<file path="src/rtl/pcpi_ext_pkg.sv">
// pcpi_ext_pkg: RV32I field encodings, instruction classes, FSM states and decode helpers for the PCPI shift/load-store extension.
package pcpi_ext_pkg;
  localparam logic [6:0] OP_LOAD  = 7'b0000011;
  localparam logic [6:0] OP_STORE = 7'b0100011;
  localparam logic [6:0] OP_IMM   = 7'b0010011;
  localparam logic [6:0] OP_REG   = 7'b0110011;
  localparam logic [2:0] F3_B     = 3'b000;
  localparam logic [2:0] F3_H     = 3'b001;
  localparam logic [2:0] F3_W     = 3'b010;
  localparam logic [2:0] F3_BU    = 3'b100;
  localparam logic [2:0] F3_HU    = 3'b101;
  localparam logic [2:0] F3_SLL   = 3'b001;
  localparam logic [2:0] F3_SR    = 3'b101;
  localparam logic [6:0] F7_BASE  = 7'b0000000;
  localparam logic [6:0] F7_SRA   = 7'b0100000;
  typedef enum logic [1:0] {C_NONE, C_SHIFT, C_LOAD, C_STORE} insn_class_e;
  typedef enum logic [1:0] {S_IDLE, S_SHIFT, S_MEM, S_DONE} state_e;
  function automatic insn_class_e decode_insn(input logic [6:0] op, input logic [2:0] f3,
                                              input logic [6:0] f7, input logic en_sub,
                                              input logic en_shift);
    logic sh_ok, ld_ok, st_ok;
    sh_ok = en_shift & ((f3 == F3_SLL & f7 == F7_BASE) |
                        (f3 == F3_SR & (f7 == F7_BASE | f7 == F7_SRA)));
    ld_ok = f3 == F3_W | (en_sub & (f3 == F3_B | f3 == F3_H | f3 == F3_BU | f3 == F3_HU));
    st_ok = f3 == F3_W | (en_sub & (f3 == F3_B | f3 == F3_H));
    return ((op == OP_REG | op == OP_IMM) & sh_ok) ? C_SHIFT :
           (op == OP_LOAD & ld_ok)                 ? C_LOAD  :
           (op == OP_STORE & st_ok)                ? C_STORE : C_NONE;
  endfunction
  // I-type immediate for loads, S-type split immediate for stores
  function automatic logic [31:0] mem_imm(input logic is_store, input logic [11:0] hi,
                                          input logic [4:0] lo);
    return is_store ? {{20{hi[11]}}, hi[11:5], lo} : {{20{hi[11]}}, hi};
  endfunction
endpackage

</file>
<file path="src/rtl/pcpi_ext_lane_align.sv">
// pcpi_ext_lane_align: byte-lane strobes/data for stores, lane extract and extension for loads, misalignment flag.
module pcpi_ext_lane_align
  import pcpi_ext_pkg::*;
(
  input  logic [2:0]  i_f3,
  input  logic [1:0]  i_ofs,
  input  logic [31:0] i_wdata,
  input  logic [31:0] i_rdata,
  output logic [3:0]  o_wstrb,
  output logic [31:0] o_wdata,
  output logic [31:0] o_rdata,
  output logic        o_mis
);
  logic [31:0] w_lane;
  always_comb begin
    w_lane  = i_rdata >> {i_ofs, 3'b000};
    o_wstrb = i_f3[1:0] == 2'b00 ? 4'b0001 << i_ofs :
              i_f3[1:0] == 2'b01 ? 4'b0011 << i_ofs : 4'b1111;
    o_wdata = i_f3[1:0] == 2'b00 ? {4{i_wdata[7:0]}} :
              i_f3[1:0] == 2'b01 ? {2{i_wdata[15:0]}} : i_wdata;
    o_rdata = i_f3[1:0] == 2'b00 ? {{24{~i_f3[2] & w_lane[7]}}, w_lane[7:0]} :
              i_f3[1:0] == 2'b01 ? {{16{~i_f3[2] & w_lane[15]}}, w_lane[15:0]} : w_lane;
    o_mis   = (i_f3[1:0] == 2'b01 & i_ofs[0]) | (i_f3[1:0] == 2'b10 & |i_ofs);
  end
endmodule

</file>
<file path="src/rtl/pcpi_lsu_shift_ext.sv">
// pcpi_lsu_shift_ext: PCPI co-processor for RV32I shifts and base loads/stores over a valid/ready memory port,
// with misalignment trapping and a bounded memory wait.
module pcpi_lsu_shift_ext
  import pcpi_ext_pkg::*;
#(
  parameter int TIMEOUT_CYCLES = 64,
  parameter int EN_SUBWORD     = 1,
  parameter int EN_SHIFT       = 1
) (
  input  logic        clk,
  input  logic        rst,
  input  logic        pcpi_valid_i,
  input  logic [31:0] pcpi_insn_i,
  input  logic [31:0] pcpi_rs1_i,
  input  logic [31:0] pcpi_rs2_i,
  output logic        pcpi_wr_o,
  output logic [31:0] pcpi_rd_o,
  output logic        pcpi_wait_o,
  output logic        pcpi_ready_o,
  output logic        pcpi_trap_o,
  output logic [31:0] mem_addr_o,
  output logic [31:0] mem_wdata_o,
  output logic [3:0]  mem_wstrb_o,
  output logic        mem_valid_o,
  input  logic        mem_ready_i,
  input  logic [31:0] mem_rdata_i
);
  localparam int CW = $clog2(TIMEOUT_CYCLES + 1);
  state_e        r_state, w_next;
  insn_class_e   r_cls, w_cls;
  logic [2:0]    r_f3;
  logic          r_sra, r_block, r_wr, r_trap;
  logic [4:0]    r_shamt;
  logic [31:0]   r_rs1, r_rs2, r_ea, r_rd;
  logic [CW-1:0] r_cnt;
  logic          w_claim, w_mis, w_tmo, w_ok, w_unused;
  logic [3:0]    w_wstrb;
  logic [31:0]   w_wdata, w_ld, w_shres;
  pcpi_ext_lane_align u_align (
    .i_f3   (r_f3),
    .i_ofs  (r_ea[1:0]),
    .i_wdata(r_rs2),
    .i_rdata(mem_rdata_i),
    .o_wstrb(w_wstrb),
    .o_wdata(w_wdata),
    .o_rdata(w_ld),
    .o_mis  (w_mis)
  );
  assign w_unused = ^pcpi_insn_i[19:15];
  assign w_cls    = decode_insn(pcpi_insn_i[6:0], pcpi_insn_i[14:12], pcpi_insn_i[31:25],
                                EN_SUBWORD != 0, EN_SHIFT != 0);
  // r_block forbids re-claiming an instruction the core is still holding after ready
  assign w_claim  = r_state == S_IDLE & pcpi_valid_i & ~r_block & w_cls != C_NONE;
  assign w_tmo    = r_cnt == CW'(TIMEOUT_CYCLES - 1);
  assign w_ok     = ~w_mis & mem_ready_i;
  assign w_shres  = r_f3 == F3_SLL ? r_rs1 << r_shamt :
                    r_sra ? 32'($signed(r_rs1) >>> r_shamt) : r_rs1 >> r_shamt;
  always_comb begin
    w_next = r_state;
    case (r_state)
      S_IDLE:  w_next = w_claim ? (w_cls == C_SHIFT ? S_SHIFT : S_MEM) : S_IDLE;
      S_SHIFT: w_next = S_DONE;
      S_MEM:   w_next = (w_mis | mem_ready_i | w_tmo) ? S_DONE : S_MEM;
      default: w_next = S_IDLE;
    endcase
  end
  always_ff @(posedge clk) begin
    if (rst) begin
      r_state <= S_IDLE;
      r_cls   <= C_NONE;
      r_f3    <= '0;
      r_sra   <= 1'b0;
      r_shamt <= '0;
      r_rs1   <= '0;
      r_rs2   <= '0;
      r_ea    <= '0;
      r_rd    <= '0;
      r_wr    <= 1'b0;
      r_trap  <= 1'b0;
      r_block <= 1'b0;
      r_cnt   <= '0;
    end else begin
      r_state <= w_next;
      r_block <= r_state == S_DONE | (r_block & pcpi_valid_i);
      if (w_claim) begin
        r_cls   <= w_cls;
        r_f3    <= pcpi_insn_i[14:12];
        r_sra   <= pcpi_insn_i[30];
        r_shamt <= pcpi_insn_i[5] ? pcpi_rs2_i[4:0] : pcpi_insn_i[24:20];
        r_rs1   <= pcpi_rs1_i;
        r_rs2   <= pcpi_rs2_i;
        r_ea    <= pcpi_rs1_i + mem_imm(w_cls == C_STORE, pcpi_insn_i[31:20], pcpi_insn_i[11:7]);
        r_cnt   <= '0;
      end
      if (mem_valid_o) r_cnt <= r_cnt + CW'(1);
      if (r_state == S_SHIFT) begin
        r_rd   <= w_shres;
        r_wr   <= 1'b1;
        r_trap <= 1'b0;
      end
      if (r_state == S_MEM & w_next == S_DONE) begin
        r_trap <= ~w_ok;
        r_wr   <= w_ok & r_cls == C_LOAD;
        r_rd   <= ~w_ok ? '0 : r_cls == C_LOAD ? w_ld : r_rd;
      end
    end
  end
  assign pcpi_wait_o  = r_state == S_SHIFT | r_state == S_MEM;
  assign pcpi_ready_o = r_state == S_DONE;
  assign pcpi_wr_o    = pcpi_ready_o & r_wr;
  assign pcpi_trap_o  = pcpi_ready_o & r_trap;
  assign pcpi_rd_o    = r_rd;
  assign mem_valid_o  = r_state == S_MEM & ~w_mis;
  assign mem_addr_o   = mem_valid_o ? {r_ea[31:2], 2'b00} : '0;
  assign mem_wstrb_o  = mem_valid_o & r_cls == C_STORE ? w_wstrb : '0;
  assign mem_wdata_o  = mem_valid_o & r_cls == C_STORE ? w_wdata : '0;
endmodule

</file>
<file path="config.mk">
export PLATFORM = sky130hd
export DESIGN_NAME = pcpi_lsu_shift_ext
export DESIGN_NICKNAME = d
export VERILOG_FILES = /design/src/rtl/pcpi_ext_pkg.sv /design/src/rtl/pcpi_ext_lane_align.sv /design/src/rtl/pcpi_lsu_shift_ext.sv
export SDC_FILE = /design/constraint.sdc
export NUM_CORES = 1
export LEC_CHECK = 0
export ABC_CLOCK_PERIOD_IN_PS = 10880
export BUFFER_PORTS_ARGS = -buffer_cell sky130_fd_sc_hd__buf_4
export CELL_PAD_IN_SITES_DETAIL_PLACEMENT = 0
export CELL_PAD_IN_SITES_GLOBAL_PLACEMENT = 1
export CORE_ASPECT_RATIO = 1.25
export CORE_MARGIN = 2
export CORE_UTILIZATION = 34
export CTS_CLUSTER_DIAMETER = 150
export DETAILED_ROUTE_END_ITERATION = 12
export PLACE_DENSITY_LB_ADDON = 0.1
export SLEW_MARGIN = 20
export SYNTH_ARGS = -nofsm -noshare
export SYNTH_HDL_FRONTEND = slang
export SYNTH_SLANG_ARGS = --single-unit
</file>
<file path="constraint.sdc">
create_clock -name clk -period 10.88 [get_ports clk]
set_clock_uncertainty 0.1 [all_clocks]
set_input_delay 1.088 -clock clk [delete_from_list [all_inputs] [get_ports clk]]
set_output_delay 1.088 -clock clk [all_outputs]
set_load 0.02 [all_outputs]
</file>
# Word level (Yosys, flattened, before mapping)
# Cells that the tools add are included.
[totals]
regBits = 151
word_cells = 119
[classes]
add_sub_neg = 2
eq_ne = 22
shift = 6
n_mux = 30
bitwise_logic = 37
reduce_logical = 9
[ops]
columns = ["op", "n"]
rows = [
  ["two-way mux 32 bit", 12],
  [">> shifter 32 x 5 -> 32 bit", 2],
  ["adder 32 bit", 1],
  ["left shift 32 x 5 -> 32 bit", 1],
  [">>> shifter 32 x 5 -> 32 bit", 1],
  ["equality test 7 x 6 -> 1 bit, second input constant", 4],
  ["AND 1 bit", 20],
  ["equality test 2 bit, second input constant", 7],
  ["two-way mux 7 bit", 2],
  ["OR 1 bit", 13],
  ["two-way mux 4 bit", 3],
  ["two-way mux 2 bit", 5],
  ["two-way mux 5 bit", 2],
  ["adder 7 x 1 -> 7 bit, second input constant", 1],
  ["equality test 7 x 2 -> 1 bit, second input constant", 1],
  ["equality test 7 x 5 -> 1 bit, second input constant", 1],
  ["zero test 7 bit", 1],
  ["equality test 2 x 1 -> 1 bit, second input constant", 3],
  ["equality test 3 x 1 -> 1 bit, second input constant", 2],
  ["equality test 3 bit, second input constant", 2],
  ["case mux 2 bit (3 select lines)", 1],
  ["nonzero test 2 bit", 3],
  ["two-way mux 1 bit", 5],
  ["zero test 2 bit", 2],
  ["other kinds (8)", 11],
]

# Longest topological paths before layout
# Gate-level depths: netlist of run 1.
[depth]
ltp_word = 16
mapped_depth = 18
depth_no_buf = 17

# Modules after synthesis
# Synthesis of run 1 repeated with hierarchy kept, for this count alone.
[hier_totals]
hier_cells = 1668
area_unflattened_um2 = 12873.6
[by_module_without_submodules]
columns = ["module", "instances", "cells_per_inst", "area_per_inst_um2", "seq_area_each_um2"]
rows = [
  ["pcpi_lsu_shift_ext", 1, 1474, 11537.3, 3022.9],
  ["pcpi_ext_lane_align", 1, 194, 1336.3, 0.0],
]

# Worst setup path after synthesis of run 1
# Ideal clock, no wire load.
[synth_path]
kind = "input to register"
startpoint = "in pcpi_insn_i[3]"
endpoint = "reg r_ea[16]"
arrival_ns = 4.598
setup_slack_ns = 6.050
cell_stages = 17
path_buffers = 1
path_cell_list = "nor4b_2 nand3_1 or3b_2 clkbuf_1 inv_1 nand2_1 nand2_1 ha_1 inv_1 fa_1 nand2b_1 a2111oi_0 a211o_1 a21o_1 a21oi_1 o2111ai_1 or3b_2"
[synth_between]
elab_chain_cells = 8
word_cells_on_any_way = 16
cone_classes = "1 x add/sub; 5 x eq/ne; 4 x mux; 5 x bitwise; 1 x reduce/logical"
[synth_rtl]
columns = ["element", "line_no", "rtl"]
rows = [
  ["start: declaration", "pcpi_lsu_shift_ext.sv:13", "input logic [31:0] pcpi_insn_i,"],
  ["equality test 7 x 6 -> 1 bit", "pcpi_ext_pkg.sv:28", "(op == OP_STORE & st_ok) ? C_STORE : C_NONE;"],
  ["AND 1 bit", "pcpi_ext_pkg.sv:28", ""],
  ["two-way mux 2 bit", "pcpi_ext_pkg.sv:28", ""],
  ["two-way mux 2 bit", "pcpi_ext_pkg.sv:27", "(op == OP_LOAD & ld_ok) ? C_LOAD :"],
  ["two-way mux 2 bit *", "pcpi_ext_pkg.sv:26", "return ((op == OP_REG | op == OP_IMM) & sh_ok) ? C_SHIFT :"],
  ["equality test 2 bit", "pcpi_lsu_shift_ext.sv:92", "r_ea <= pcpi_rs1_i + mem_imm(w_cls == C_STORE, pcpi_insn_i[31:20], pcpi_insn_i[11:7]);"],
  ["two-way mux 5 bit", "pcpi_ext_pkg.sv:33", "return is_store ? {{20{hi[11]}}, hi[11:5], lo} : {{20{hi[11]}}, hi};"],
  ["adder 32 bit", "pcpi_lsu_shift_ext.sv:92", ""],
  ["end signal: assignment", "pcpi_lsu_shift_ext.sv:92", ""],
  ["end: declaration", "pcpi_lsu_shift_ext.sv:34", "logic [31:0] r_rs1, r_rs2, r_ea, r_rd;"],
]
# Mark *: on every way between the ends. The rest lies on a longest branch, timed or not.
# A chain may end at the register's enable or synchronous reset.

# Worst setup path after layout of run 1
# Ends and elaborated chain as after synthesis.

==> results.json, run 1 <==
{
  "cp-start-kind": "input port",
  "path_class": "in2reg",
  "die_w_um": 178.1,
  "yosysMostFrequentCell": "nand2_1",
  "path_clk_slew_ns": 0.08,
  "fmax_mhz": 201.3,
  "drtAntennaViolNets": 0,
  "dpl.cell_count": 2274,
  "drive_above_1_share": 0.2230,
  "drt_iter0_markers": 940,
  "cts_tree": "yes",
  "power_switching_mw": 0.4118,
  "hold_class": "reg2reg",
  "cts_root_buf": "clkbuf_16",
  "finalSetupViolCount": 0,
  "ys_ff_latch": 151,
  "ir_drop_v": 0.00008112,
  "cts_sinks": 151,
  "synthTopCellsByCount": "270 x nand2_1, 196 x nor2_1, 185 x a21oi_1, 151 x dfxtp_1, 102 x clkbuf_1",
  "synth-simple-area-share": 0.2431,
  "vias_per_cell": 5.725,
  "ff2ff_path_depth": 8,
  "relSlewSlack": 0.2499,
  "worstPathArrival_ns": 5.20,
  "h-tree-depth": 4,
  "fill_cells": 3937,
  "ctsResizeCount": 0,
  "synthTopCellsByArea": "dfxtp_1 23%, mux4_2 12%, nand2_1 7.9%",
  "synth_top_cell_by_area": "dfxtp_1",
  "leakage_nw": 5.868,
  "routed_wl_um": 49120,
  "critPathRequiredTime_ns": 11.11,
  "cp-end-kind": "flop",
  "first_pass_iters": 5,
  "p_per_area_nw_per_um2": 89.47,
  "crit_start": "pcpi_insn_i[3]",
  "hold_violations": 0,
  "io_buffers": 229,
  "grt_pass1_vias": 12760,
  "fin_area_um2": 15410,
  "status": "completed",
  "rsz0062_at_grt": "no",
  "fp-row-count": 79,
  "worstPathMaxFanout": 6,
  "r2r_start": "r_shamt[0]",
  "setup_tns_ns": 0,
  "syn2layout_area_growth_pct": 19.60,
  "syn_area_um2": 12890,
  "postPlaceCellArea_um2": 14780,
  "seqCellArea_um2": 3029,
  "yosysWarnings": 0,
  "synth-adder-area-share": 0.04038,
  "ios": 237,
  "synth_top_area_share": 0.2345,
  "netlist_instances": 1684,
  "drv_cap": 0,
  "power_frac_comb": 0.138,
  "pwr-share-seq": 0.403,
  "worstSetupEndpoint": "r_ea[16]",
  "num_vias": 13210,
  "initial_utilization": 0.3459,
  "insertion_delay_ns": 0.45,
  "final.min_clock_period_ns": 4.968,
  "antenna_found_initial": 0,
  "cts_inserted_buffers": 17,
  "fin_crit_sh": 0.4566,
  "switching_share": 0.2986,
  "grt_usage": 0.2441,
  "fin_nets": 1981,
  "grt_max_degree": 89,
  "clkPwrFrac": 0.459,
  "reg2reg_slack_ns": 6.87,
  "synth_top_family_by_area": "simple AND/OR/NAND/NOR gates",
  "cts_hold_buf": 0,
  "synth_cell_types": 84,
  "multi_input_area_um2": 9188,
  "post_cts_buffers": 0,
  "holdWs_ns": 0.3550,
  "power.internal_mw": 0.9674,
  "yosysSeqAreaShare": 0.2345,
  "total_power_mw": 1.379,
  "gp_congestion": 0.9027,
  "grt_pass1_wl_um": 75470,
  "core_area_um2": 37260,
  "n_antenna_cell": 0,
  "remaining_drc_errors": 0,
  "drv_slew": 0,
  "final_cells": 2307,
  "synth_edf_count": 0,
  "synth-xor-area-share": 0.01223,
  "dieArea_um2": 39490,
  "clk_path_buf_depth": 2,
  "wl_per_cell_um": 21.29,
  "synthMuxAreaShare": 0.1884,
  "timing.rr.end": "pcpi_rd_o[19]",
  "synthArstFlopShare": 0,
  "grt-ovfl-total": 0,
  "synth_compound_area_frac": 0.2248,
  "tightest_slew_ns": 1.121,
  "post-dp-hpwl_um": 36230,
  "syn_area_per_cell_um2": 7.654,
  "ys.flop_type": "dfxtp_1",
  "hp-start": "r_ea[11]",
  "die_y_um": 221.7
}
[area by class of cell]
class	instances	area share
Timing Repair Buffer	251	0.1235
Tap cell	486	0.03945
Inverter	21	0.005114
Multi-Input combinational cell	1366	0.5960
Sequential cell	151	0.1965
Clock inverter	15	0.01177
Clock buffer	17	0.02760
[state kept, by name, summed over array words and instances (netlist names)]
name	cells
pcpi_rd_o	32
r_ea	32
r_rs1	32
r_rs2	32
r_cnt	7
r_shamt	5
r_f3	3
r_cls	2
r_state	2
r_block	1
r_sra	1
r_trap	1
r_wr	1
[per-layer routing]
layer / share of wire / up-vias / track usage
met5: 0 / - / 0
met1: 0.43 / 6367 / 0.3166
met4: 0.024 / 0 / 0.06663
met2: 0.49 / 392 / 0.4224
li1: - / 6403 / -
met3: 0.049 / 45 / 0.03121
[power by group through the flow]
| stage | sequential, mW | clock (mW) | combinational (mW) |
|---|---|---|---|
| 6_report | 0.556 | 0.633 | 0.190 |
| 3_5_place_dp | 0.569 | 0 | 0.188 |
| 4_1_cts | 0.556 | 0.649 | 0.190 |
| 2_1_floorplan | 0.570 | 0 | 0.109 |
| 3_3_place_gp | 0.569 | 0 | 0.189 |
| 5_1_grt | 0.556 | 0.675 | 0.208 |
[critical path, stage by stage]
cell	delay [ns]
buf_4	0.11
nor4b_2	0.35
nand3_1	0.14
or3b_2	0.55
inv_1	0.18
nand2_1	0.08
nand2_1	0.06
ha_1	0.19
inv_1	0.07
fa_1	0.43
nand2b_1	0.20
a2111oi_0	0.60
a211o_1	0.24
a21o_1	0.17
a21oi_1	0.09
o2111ai_1	0.18
or3b_2	0.45
[cells in the final DEF (no fill, tap or decap), drive strengths merged, types with 8 or more instances in the layout]
master     n
dfxtp    151
nand2b     9
or3       12
mux4      70
o31ai      9
nor2b     14
a311oi     9
nor4      10
nor2     197
ha        40
nor3      54
a31oi     13
a21o      11
a2111oi    9
a21oi    185
inv       28
a22oi     11
mux2      17
clkbuf    17
nand4      8
o21ai     82
buf      251
nand3     38
a211oi    46
xnor2     11
and3      36
o21a      11
mux2i     66
and2      18
o211ai     9
nand2    270
[stage by stage]
step,setup slack (ns),utilization
CTS,5.817,0.4128
finish,5.912,0.4137
global placement,5.512,0.3965
global route,5.628,0.4137
detailed placement,5.474,0.3965
floorplan,6.050,-
[worst min path at each step]
| stage | endpoint | cells after the start |
|---|---|---|
| floorplan | r_ea[25] | 2 |
| global route | r_ea[18] | 2 |
| detailed placement | r_ea[11] | 2 |
| CTS | r_ea[18] | 2 |
| global placement | r_ea[17] | 2 |
| finish | r_ea[11] | 2 |
[kinds of logic after synthesis]
group	after synthesis
buffers and inverters	168
adder cells (fa/ha/maj)	41
multiplexers	153
other	1
flip-flops	151
AND/OR/NAND/NOR	695
XOR/XNOR	18
AO/OA/AOI/OAI	457
Note: power is estimated with default switching activity, not from simulation.
==> inputs of run 2 (changes only) <==
- ABC_CLOCK_PERIOD_IN_PS: 10880 -> 5000
- clock period: 10.88 -> 5 ns (I/O delays scaled with it)
==> run 2 against run 1 <==
Die area did not move. Combinational power rose by 120%. Critical endpoint is now r_ea[24]. Critical path depth rose by 1. Routed wire length rose by 2.0%. Utilization rose by 0.21 points. Total power rose by 110%. Setup slack got worse by 5.3 ns. Sequential power rose by 120%. Worst hold slack got worse by 0.18 ns. Global-route usage rose by 0.73 points.
==> results.json, run 2 (synthesis gave the netlist of run 1 again) <==
{
  "clk_path_buf_depth": 2,
  "crit_buf_inv": 3,
  "critPathRequiredTime_ns": 5.20,
  "final_common_cell": "nand2_1",
  "cts_root_buf": "clkbuf_16",
  "fin_area_um2": 15490,
  "core_area_um2": 37260,
  "fmax_mhz": 227.2,
  "postPlaceCellArea_um2": 14920,
  "routed_wl_um": 50100,
  "cts_tree": "yes",
  "cts_hold_buf": 0,
  "path_cells": "buf_4 > nor4b_2 > nand3_1 > or3b_2 > inv_1 > nand2_1 > nand2_1 > ha_1 > inv_1 > fa_1 > nand2b_1 > a2111oi_0 > o21ai_0 > nand2_1 > o21bai_1 > a211o_1 > nand4_1 > o221ai_1",
  "dieArea_um2": 39490,
  "path_class": "in2reg",
  "grt_pass1_vias": 13030,
  "rsz0062_at_grt": "no",
  "grt-ovfl-total": 0,
  "crit_family": "simple AND/OR/NAND/NOR gates",
  "remaining_drc_errors": 0,
  "wl_per_cell_um": 21.56,
  "drt_iter0_markers": 1015,
  "layout_common_cells": "270 x nand2_1, 267 x buf_4, 195 x nor2_1, 185 x a21oi_1, 148 x dfxtp_1",
  "num_vias": 13430,
  "ctsResizeCount": 0,
  "final.min_clock_period_ns": 4.402,
  "fp-row-count": 79,
  "grt_pass1_wl_um": 77050,
  "drive_above_1_share": 0.2280,
  "relSlewSlack": 0.3548,
  "drv_slew": 0,
  "holdWs_ns": 0.1795,
  "ios": 237,
  "tightest_slew_ns": 0.9434,
  "grt_usage": 0.2514,
  "vias_per_cell": 5.780,
  "fin_nets": 1998,
  "hold_class": "in2reg",
  "grt_max_degree": 75,
  "drv_cap": 0,
  "syn2layout_area_growth_pct": 20.20,
  "cp-start-kind": "input port",
  "ir_drop_v": 0.0002164,
  "cpMostUsedCell": "nand2_1",
  "setup_tns_ns": 0,
  "fin_util": 0.4157,
  "worstPathArrival_ns": 4.60,
  "die_w_um": 178.1,
  "cp-end-kind": "flop",
  "n_antenna_cell": 0,
  "first_pass_iters": 8,
  "leakage_nw": 5.927,
  "die_y_um": 221.7,
  "io_buffers": 229,
  "cpPeakStageDelay_ns": 0.68,
  "drtAntennaViolNets": 0,
  "p_per_area_nw_per_um2": 188.6,
  "insertion_delay_ns": 0.46,
  "hold_violations": 0,
  "antenna_found_initial": 0,
  "initial_utilization": 0.3459,
  "final_cells": 2324,
  "cts_sinks": 151,
  "h-tree-depth": 4,
  "worstPathMaxFanout": 6,
  "critPathSlowestCell": "a2111oi_0",
  "post-dp-hpwl_um": 37760,
  "gp_congestion": 0.9424,
  "path_clk_slew_ns": 0.07,
  "post_cts_buffers": 0,
  "fin_crit_sh": 0.8804,
  "dpl.cell_count": 2292,
  "cts_inserted_buffers": 17,
  "finalSetupViolCount": 0,
  "status": "completed"
}
## run 2: cell count changes in the layout (fill, tap and decap cells not counted), sizes merged
cell / previous run / this run
buf: 251 / 268
inv: 28 / 26
clkbuf: 17 / 19
## run 2: routing by layer
| layer | share of wire | up-vias | global-route usage |
|---|---|---|---|
| met4 | 0.033 | 0 | 0.09836 |
| met1 | 0.43 | 6451 | 0.3199 |
| met2 | 0.49 | 444 | 0.4252 |
| met5 | 0 | - | 0 |
| met3 | 0.053 | 85 | 0.03635 |
| li1 | - | 6453 | - |
## run 2: final cells by class
| class | count | area (um2) |
|---|---|---|
| Inverter | 21 | 78.83 |
| Clock buffer | 19 | 432.9 |
| Clock inverter | 13 | 136.4 |
| Tap cell | 486 | 608.1 |
| Sequential cell | 151 | 3029 |
| Fill cell | 3899 | 21770 |
| Multi-Input combinational cell | 1366 | 9183 |
| Timing Repair Buffer | 268 | 2024 |
## run 2: report_power, final
part,internal [mW],total (mW),leakage [nW],switching (mW)
clock network,0.699,1.29,0.269,0.594
logic,0.183,0.417,4.44,0.234
registers,1.21,1.21,1.22,0.00522
## run 2: worst paths after layout
kind | startpoint | to | slack, ns | depth (start not counted)
min reg2reg | r_ea[11] | r_ea[11] | 0.35 | 2
max reg2reg | r_ea[0] | pcpi_rd_o[28] | 1.45 | 11
max | pcpi_insn_i[3] | r_ea[24] | 0.60 | 18
min | pcpi_rs2_i[30] | r_rs2[30] | 0.18 | 3
## run 2: worst register-to-register path, stage by stage (launching register included)
cell and delay [ns]:
dfxtp_1 0.35, inv_1 0.16, ha_1 0.29, nor3b_1 0.32, nor2_1 0.10, nand2_1 0.24
inv_1 0.25, and3_1 0.42, o21ai_1 0.55, a21oi_1 0.10, a211oi_1 0.42, nor3_1 0.09
## run 2: per-stage QoR
| stage | power (mW) | worst slack [ns] |
|---|---|---|
| floorplan | 1.476 | 0.7576 |
| global route | 3.032 | 0.3086 |
| finish | 2.922 | 0.5980 |
| CTS | 2.953 | 0.6582 |
| detailed placement | 1.652 | 0.1956 |
| global placement | 1.654 | 0.2378 |
==> inputs of run 3 (changes only) <==
- CORE_UTILIZATION: 34 -> 43
- CTS_BUF_LIST: default -> sky130_fd_sc_hd__clkbuf_4
==> run 3 against run 2 <==
Final area shrank 1.6%. Sequential power is essentially flat. Routed wire length shrank 6.2%. Non-clock buffer count grew 16. Via count grew 0.38%. Critical path depth shrank 1. Worst hold slack lost 0.14 ns. Total power shrank 19%. Die area shrank 21%. Clock power shrank 42%. Sequential cell count is the same. Sequential share of layout area grew 0.32 points. Critical path type unchanged. Largest cell class unchanged.
==> results.json, run 3 (synthesis gave the netlist of run 1 again) <==
{
  "io_buffers": 229,
  "p_per_area_nw_per_um2": 156.2,
  "ios": 237,
  "layout_common_cells": "270 x nand2_1, 262 x buf_4, 195 x nor2_1, 185 x a21oi_1, 148 x dfxtp_1",
  "final.min_clock_period_ns": 4.050,
  "num_vias": 13480,
  "drive_above_1_share": 0.2238,
  "post-dp-hpwl_um": 34750,
  "finalSetupViolCount": 0,
  "met2_length_um": 23470,
  "worstSetupEndpoint": "r_ea[16]",
  "routed_wl_um": 46990,
  "cts_hold_buf": 14,
  "r2r_start": "r_shamt[0]",
  "hold_violations": 0,
  "fin_crit_sh": 0.8100,
  "gp_congestion": 0.9194,
  "wl_met3_um": 2553,
  "total_power_mw": 2.381,
  "fin_util": 0.5195,
  "die_y_um": 197.6,
  "ff2ff_path_depth": 9,
  "clk_path_buf_depth": 2,
  "worstPathArrival_ns": 4.44,
  "cts_inserted_buffers": 17,
  "drt_iter0_markers": 1074,
  "h-tree-depth": 4,
  "die_w_um": 158.9,
  "tightest_slew_ns": 1.040,
  "leakage_nw": 5.869,
  "drt-met1-wl_um": 19830,
  "remaining_drc_errors": 0,
  "cp-start-kind": "input port",
  "relSlewSlack": 0.3069,
  "fmax_mhz": 246.9,
  "setup_tns_ns": 0,
  "cts_root_buf": "clkbuf_4",
  "wl_per_cell_um": 20.86,
  "crit_start": "pcpi_insn_i[3]",
  "hold_class": "in2reg",
  "worstPathMaxFanout": 6,
  "drtAntennaViolNets": 0,
  "fin_nets": 2014,
  "cts_sinks": 151,
  "ctsResizeCount": 0,
  "core_area_um2": 29340,
  "rsz0062_at_grt": "no",
  "cp-end-kind": "flop",
  "fill_cells": 2978,
  "ir_drop_v": 0.0001127,
  "dieArea_um2": 31380,
  "drv_cap": 0,
  "timing.rr.end": "pcpi_rd_o[15]",
  "final_common_cell": "nand2_1",
  "status": "completed",
  "antenna_found_initial": 1,
  "top_layer_used": "met4",
  "critPathRequiredTime_ns": 5.39,
  "grt_pass1_vias": 12870,
  "cts_tree": "yes",
  "path_class": "in2reg",
  "grt_pass1_wl_um": 73640,
  "first_pass_iters": 5,
  "path_clk_slew_ns": 0.15,
  "grt_max_degree": 67,
  "grt_usage": 0.2939,
  "reg2reg_slack_ns": 1.47,
  "vias_per_cell": 5.988,
  "syn2layout_area_growth_pct": 18.27,
  "insertion_delay_ns": 0.60,
  "grt-ovfl-total": 0,
  "post_cts_buffers": 0,
  "fp-row-count": 70,
  "initial_utilization": 0.4393,
  "drv_slew": 0
}
[run 3: cell count changes in the layout (fill, tap and decap cells not counted), sizes merged]
cell | previous run | this run
clkinvlp | 3 | 0
bufinv | 1 | 0
clkinv | 4 | 9
buf | 268 | 264
dlygate4sd3 | 0 | 20
clkbuf | 19 | 17
inv | 26 | 27
diode | 0 | 2
[run 3: per-layer routing]
| metal | vias to the layer above | GRT usage |
|---|---|---|
| met1 | 6454 | 0.3718 |
| met3 | 69 | 0.04178 |
| met5 | - | 0 |
| met4 | 0 | 0.08990 |
| met2 | 485 | 0.5205 |
| li1 | 6476 | - |
[run 3: how the worst min path moves through the flow]
stage                         from        end  slack, ns  depth (start not counted)
CTS                 pcpi_rs2_i[25]  r_rs2[25]     0.0007                          3
detailed placement         r_ea[9]    r_ea[9]       0.34                          2
global placement           r_ea[9]    r_ea[9]       0.34                          2
global route        pcpi_rs2_i[29]  r_rs2[29]     0.0003                          3
floorplan                 r_ea[25]   r_ea[25]       0.33                          2
finish              pcpi_rs2_i[25]  r_rs2[25]       0.04                          3
[run 3: power breakdown]
group	total, mW	leakage [nW]	switching, mW	internal [mW]
clock	0.745	0.142	0.536	0.209
sequential	1.21	1.22	0.00530	1.21
combinational	0.422	4.51	0.230	0.192
[run 3: critical path, stage by stage]
cell	delay, ns
buf_4	0.11
nor4b_2	0.36
nand3_1	0.15
or3b_2	0.55
inv_1	0.17
nand2_1	0.08
nand2_1	0.06
ha_1	0.19
inv_1	0.07
fa_1	0.42
nand2b_1	0.19
a2111oi_0	0.49
a211o_1	0.21
a21o_1	0.17
a21oi_1	0.10
o2111ai_1	0.17
or3b_2	0.45
[run 3: per-stage QoR]
step | instance area, um2 | std cells | hold WS (ns) | setup WS (ns)
4_1_cts | 15180 | 2244 | 0.0007037 | 0.9368
5_1_grt | 15240 | 2252 | 0.0003025 | 0.6820
2_1_floorplan | 12890 | 1685 | 0.3274 | 0.7576
3_5_place_dp | 14790 | 2198 | 0.3411 | 0.2783
3_3_place_gp | 14790 | 2198 | 0.3401 | 0.3774
6_report | 15240 | 2252 | 0.04246 | 0.9498
[run 3: cell type report]
type	instances	area (um2)	share of cell area
inverter	21	78.83	0.005171
tap	396	495.5	0.03250
timing repair buffer	284	2207	0.1448
clock buffer	17	127.6	0.008372
clock inverter	15	117.6	0.007716
antenna	2	5.005	0.0003283
sequential	151	3029	0.1987
multi-input combinational	1366	9183	0.6024
